**src/rtl/video_timing_gen.sv**
```systemverilog
// rtl/video_timing_gen.sv - raster timing generator: position, data enable and sync for TMDS encoders
module video_timing_gen #(
  parameter int H_ACTIVE = 640,
  parameter int H_FRONT  = 16,
  parameter int H_SYNC   = 96,
  parameter int H_BACK   = 48,
  parameter int V_ACTIVE = 480,
  parameter int V_FRONT  = 10,
  parameter int V_SYNC   = 2,
  parameter int V_BACK   = 33,
  parameter int H_POL    = 0,
  parameter int V_POL    = 0,
  parameter int W        = 12
) (
  input  logic         clock,
  input  logic         reset,
  input  logic         ce,
  output logic         de,
  output logic         hsync,
  output logic         vsync,
  output logic [W-1:0] x,
  output logic [W-1:0] y,
  output logic         sof,
  output logic         sol
);

  localparam int H_TOTAL = H_ACTIVE + H_FRONT + H_SYNC + H_BACK;
  localparam int V_TOTAL = V_ACTIVE + V_FRONT + V_SYNC + V_BACK;

  // Reject timings the counters cannot represent, and empty segments
  if ((W < 1) || (W > 30) || (H_TOTAL > (1 << W) - 1) || (V_TOTAL > (1 << W) - 1)) begin : g_bad_width
    $error("video_timing_gen: H_TOTAL/V_TOTAL do not fit in W bits");
  end
  if ((H_ACTIVE < 1) || (H_FRONT < 1) || (H_SYNC < 1) || (H_BACK < 1) ||
      (V_ACTIVE < 1) || (V_FRONT < 1) || (V_SYNC < 1) || (V_BACK < 1)) begin : g_bad_segment
    $error("video_timing_gen: every timing segment must be at least one unit long");
  end

  localparam logic [W-1:0] LP_H_ACT   = W'(H_ACTIVE);
  localparam logic [W-1:0] LP_HS_BEG  = W'(H_ACTIVE + H_FRONT);
  localparam logic [W-1:0] LP_HS_END  = W'(H_ACTIVE + H_FRONT + H_SYNC);
  localparam logic [W-1:0] LP_H_LAST  = W'(H_TOTAL - 1);
  localparam logic [W-1:0] LP_V_ACT   = W'(V_ACTIVE);
  localparam logic [W-1:0] LP_VS_BEG  = W'(V_ACTIVE + V_FRONT);
  localparam logic [W-1:0] LP_VS_END  = W'(V_ACTIVE + V_FRONT + V_SYNC);
  localparam logic [W-1:0] LP_V_LAST  = W'(V_TOTAL - 1);
  localparam logic         LP_H_POL   = (H_POL != 0);
  localparam logic         LP_V_POL   = (V_POL != 0);

  // r_h/r_v address the next pixel to be emitted; outputs carry the pixel just consumed
  logic [W-1:0] r_h;
  logic [W-1:0] r_v;
  logic [W-1:0] r_x;
  logic [W-1:0] r_y;
  logic         r_de;
  logic         r_hsync;
  logic         r_vsync;
  logic         r_sof;
  logic         r_sol;

  logic         w_de;
  logic         w_hs_on;
  logic         w_vs_on;
  logic         w_h_last;
  logic         w_v_last;
  logic         w_h_zero;
  logic         w_v_zero;

  assign w_de     = (r_h < LP_H_ACT) && (r_v < LP_V_ACT);
  assign w_hs_on  = (r_h >= LP_HS_BEG) && (r_h < LP_HS_END);
  assign w_vs_on  = (r_v >= LP_VS_BEG) && (r_v < LP_VS_END);
  assign w_h_last = (r_h == LP_H_LAST);
  assign w_v_last = (r_v == LP_V_LAST);
  assign w_h_zero = (r_h == '0);
  assign w_v_zero = (r_v == '0);

  // Register the decode of the current position on each ce, then step the raster
  always_ff @(posedge clock) begin
    if (reset) begin
      r_h     <= '0;
      r_v     <= '0;
      r_x     <= '0;
      r_y     <= '0;
      r_de    <= 1'b0;
      r_hsync <= ~LP_H_POL;
      r_vsync <= ~LP_V_POL;
      r_sof   <= 1'b0;
      r_sol   <= 1'b0;
    end else if (ce) begin
      r_de    <= w_de;
      r_hsync <= w_hs_on ? LP_H_POL : ~LP_H_POL;
      r_vsync <= w_vs_on ? LP_V_POL : ~LP_V_POL;
      r_x     <= r_h;
      r_y     <= r_v;
      r_sol   <= w_h_zero;
      r_sof   <= w_h_zero && w_v_zero;
      if (w_h_last) begin
        r_h <= '0;
        r_v <= w_v_last ? '0 : r_v + 1'b1;
      end else begin
        r_h <= r_h + 1'b1;
      end
    end else begin
      // Strobes last one clock; levels and counters hold
      r_sof <= 1'b0;
      r_sol <= 1'b0;
    end
  end

  assign de    = r_de;
  assign hsync = r_hsync;
  assign vsync = r_vsync;
  assign x     = r_x;
  assign y     = r_y;
  assign sof   = r_sof;
  assign sol   = r_sol;

endmodule

```
**config.mk**
```make
export PLATFORM = sky130hd
export DESIGN_NAME = video_timing_gen
export DESIGN_NICKNAME = d
export VERILOG_FILES = /design/src/rtl/video_timing_gen.sv
export SDC_FILE = /design/constraint.sdc
export NUM_CORES = 1
export LEC_CHECK = 0
export ABC_CLOCK_PERIOD_IN_PS = 2800
export CORE_MARGIN = 2
export CORE_UTILIZATION = 30
export CTS_CLUSTER_DIAMETER = 200
export CTS_CLUSTER_SIZE = 25
export DETAILED_ROUTE_END_ITERATION = 16
export PLACE_DENSITY = 0.51
export SETUP_SLACK_MARGIN = 0.15
export SLEW_MARGIN = 10
export SYNTH_ARGS = -nofsm -noshare
export SYNTH_HDL_FRONTEND = slang
export SYNTH_SLANG_ARGS = --single-unit
```
**constraint.sdc**
```tcl
create_clock -name clock -period 2.8 [get_ports clock]
set_input_delay 0.7 -clock clock [delete_from_list [all_inputs] [get_ports clock]]
set_output_delay 0.7 -clock clock [all_outputs]
set_load 0.01 [all_outputs]
```
==> results of run 1 <==
-- worst paths after layout --
path	end	slack (ns)	cells after the start
hold / removal	vsync	0.48	1
setup / recovery	r_v[8]	0.39	4
hold reg to reg	vsync	0.48	1
setup reg to reg	r_v[8]	0.39	4
-- power by group through the flow --
stage	combinational, uW	sequential [uW]	clock (uW)
final	62.6	765	434
after global routing	68.6	766	483
after CTS	63.4	765	455
after detailed placement	63.3	783	0
after global placement	63.9	783	0
after floorplan	40.2	784	0
-- layout make-up --
type,instances,area [um^2]
Tap cell,102,128
Multi-Input combinational cell,177,1140
Inverter,9,33.8
Fill cell,803,4830
Sequential cell,53,1060
Clock buffer,7,86.3
Timing Repair Buffer,35,335
-- cells in the final DEF (no fill, tap or decap), types with 6 or more instances in the layout --
cell type        instances
clkbuf_8                 6
inv_1                    9
a21oi_1                 14
nand3_1                  9
nor2_1                  38
clkdlybuf4s50_1         30
mux2i_1                 24
xnor2_1                  6
nand4_1                  8
nand2_1                 15
dfxtp_1                 53
nor3_1                   6
or4_1                    6
-- registers in the layout, summed over array words and instances, names as in the netlist --
register and count:
r_v 12, r_h 12, sof 1, hsync 1, de 1, x 12
y 12, sol 1, vsync 1
-- stage by stage --
step	cells	cell area (um^2)	power, uW
floorplan	257	2320	824
CTS	383	2780	1280
global placement	376	2690	847
detailed placement	376	2690	846
finish	383	2780	1260
global route	383	2780	1320
-- per-layer routing --
metal,GRT usage,routed length [um],up-vias
met5,0,0,-
met4,0.0448,74,0
met3,0.0222,126,5
met2,0.185,2130,26
met1,0.199,2880,856
li1,-,-,953
-- critical path, stage by stage (launching register included) --
cell and delay [ns]:
dfxtp_1 0.42, or4_4 0.58, or4_4 0.63, or4_1 0.53
a21oi_1 0.18
-- kinds of logic after synthesis --
logic type / share of synthesized area
and+or+nand+nor: 0.236
muxes: 0.104
AOI/OAI and AO/OA: 0.0956
DFF: 0.458
buffers and inverters: 0.0513
xor gates and xnor gates: 0.0340
adders and majority gates: 0.0216
==> impl_metrics.ini, run 1 <==
[timing]
finalSetupViolCount = 0
slew_viol_final = 0
tightest_slew_ns = 0.473
final.setup.worst_slack_ns = 0.389
fin_worst_skew_ns = 0.00770
fin_setup_tns_ns = 0
relSlewSlack = 0.680
period_minus_slack_ns = 2.41
finalHoldViolCount = 0
rsz0062_at_grt = no
timing.final.crit_share = 0.861
fmax_ghz = 0.415
holdWs_ns = 0.481

[yosys]
yosys.cell_types.count = 39
synth-main-ff-cell = dfxtp_1
syn_area_um2 = 2320
ys_ff_latch = 53
yosysMostFrequentCell = dfxtp_1
ys_async_sr_fraction = 0
synth_top_area_frac = 0.458
syn_avg_cell_area_um2 = 9.01
synth_top_area_cell = dfxtp_1
synth.top_cells.by_count = dfxtp_1 (53), nor2_1 (38), mux2i_1 (24)
synth_warnings = 0
seq_area_frac_synth = 0.458
synth_cells = 257
synth_edf_count = 0
syn_nets = 264
synthTopCellsByArea = dfxtp_1 (46%), mux2i_1 (10%), nor2_1 (6.2%), a21oi_1 (3.0%), nand2_1 (2.4%)

[routing]
drc = 0
ant_nets = 0
via_count = 1840
wirelength_mm = 5.21
drt_iter0_markers = 172
wl_per_cell_um = 13.6
avgViaCountPerCell = 4.80
first_pass_iters = 4

[clocking]
cts-root-buf = clkbuf_8
cts_buffers = 5
postCtsSetupBuffers = 0
clock_latency_ns = 0.30
cts_buffer_depth = 2
cts_tree = done
h-tree-depth = 2
post_cts_resized = 0
clk_pin_slew_ns = 0.09
cts_hold_buf = 0
cts.sink_count = 53

[grt]
antenna_found_initial = 0
grt_pass1_wl_mm = 8.98
grt_max_degree = 38
overflow = 0
grtUsageTotal = 0.131
grt_pass1_vias = 1798

[setup_path]
r2r_start = r_h[5]
cp.arrival_ns = 2.64
critical_path.endpoint_type = register
critPathMaxFanout = 21
crit_path_start = r_h[5]
startpoint_type = register
required_ns = 3.02
worstSetupPathType = reg -> reg

[pwr]
p_switching_uw = 277
comb_power_share = 0.050
p_sw_frac = 0.220
p_leak_uw = 0.000972
seqPwrFrac = 0.606
power_density_nw_per_um2 = 454
ir_worst_vdd_v = 0.000175
clockPowerShare = 0.344
p_int_uw = 984

[floorplanning]
die_h_um = 91.9
die_area_um2 = 8440
coreArea_um2 = 7610
start_util = 0.304
die_w_um = 91.9
row_count = 32
pin_count = 32

[final_layout]
syn_to_final_growth_pct = 20.0
drive_gt1_frac = 0.0534
nets = 288
antenna_cells = 0
final_util = 0.365

[min_path]
worstHoldStart = vsync
hp-class = reg -> reg

[placed_design]
io_buffers = 31
pre_cts_ws_ns = 0.340
post-dp-hpwl_mm = 3.56
place.gp.congestion = 0.778

[run_status]
status = complete, no violations

[job]
cap_viol_max_count = 0
No activity file was read; power rests on OpenSTA's default activity.
==> run 2, diff against run 1 <==
--- a/config.mk
+++ b/config.mk
@@ -12,8 +12,8 @@
 export CTS_CLUSTER_SIZE = 25
 export DETAILED_ROUTE_END_ITERATION = 16
 export PLACE_DENSITY = 0.51
-export SETUP_SLACK_MARGIN = 0.15
 export SLEW_MARGIN = 10
 export SYNTH_ARGS = -nofsm -noshare
 export SYNTH_HDL_FRONTEND = slang
 export SYNTH_SLANG_ARGS = --single-unit
+export TNS_END_PERCENT = 100
==> constraint.sdc (replaced) <==
create_clock -name clock -period 2.8 [get_ports clock]
set_input_delay 0.7 -clock clock [delete_from_list [all_inputs] [get_ports clock]]
set_output_delay 0.7 -clock clock [all_outputs]
set_load 0.005 [all_outputs]
==> results of run 2 <==
The final DEF is identical to that of run 1. Status: complete, no violations.
Main changes from that run: worst IR drop on VDD 0.000175 V -> 0.000174 V
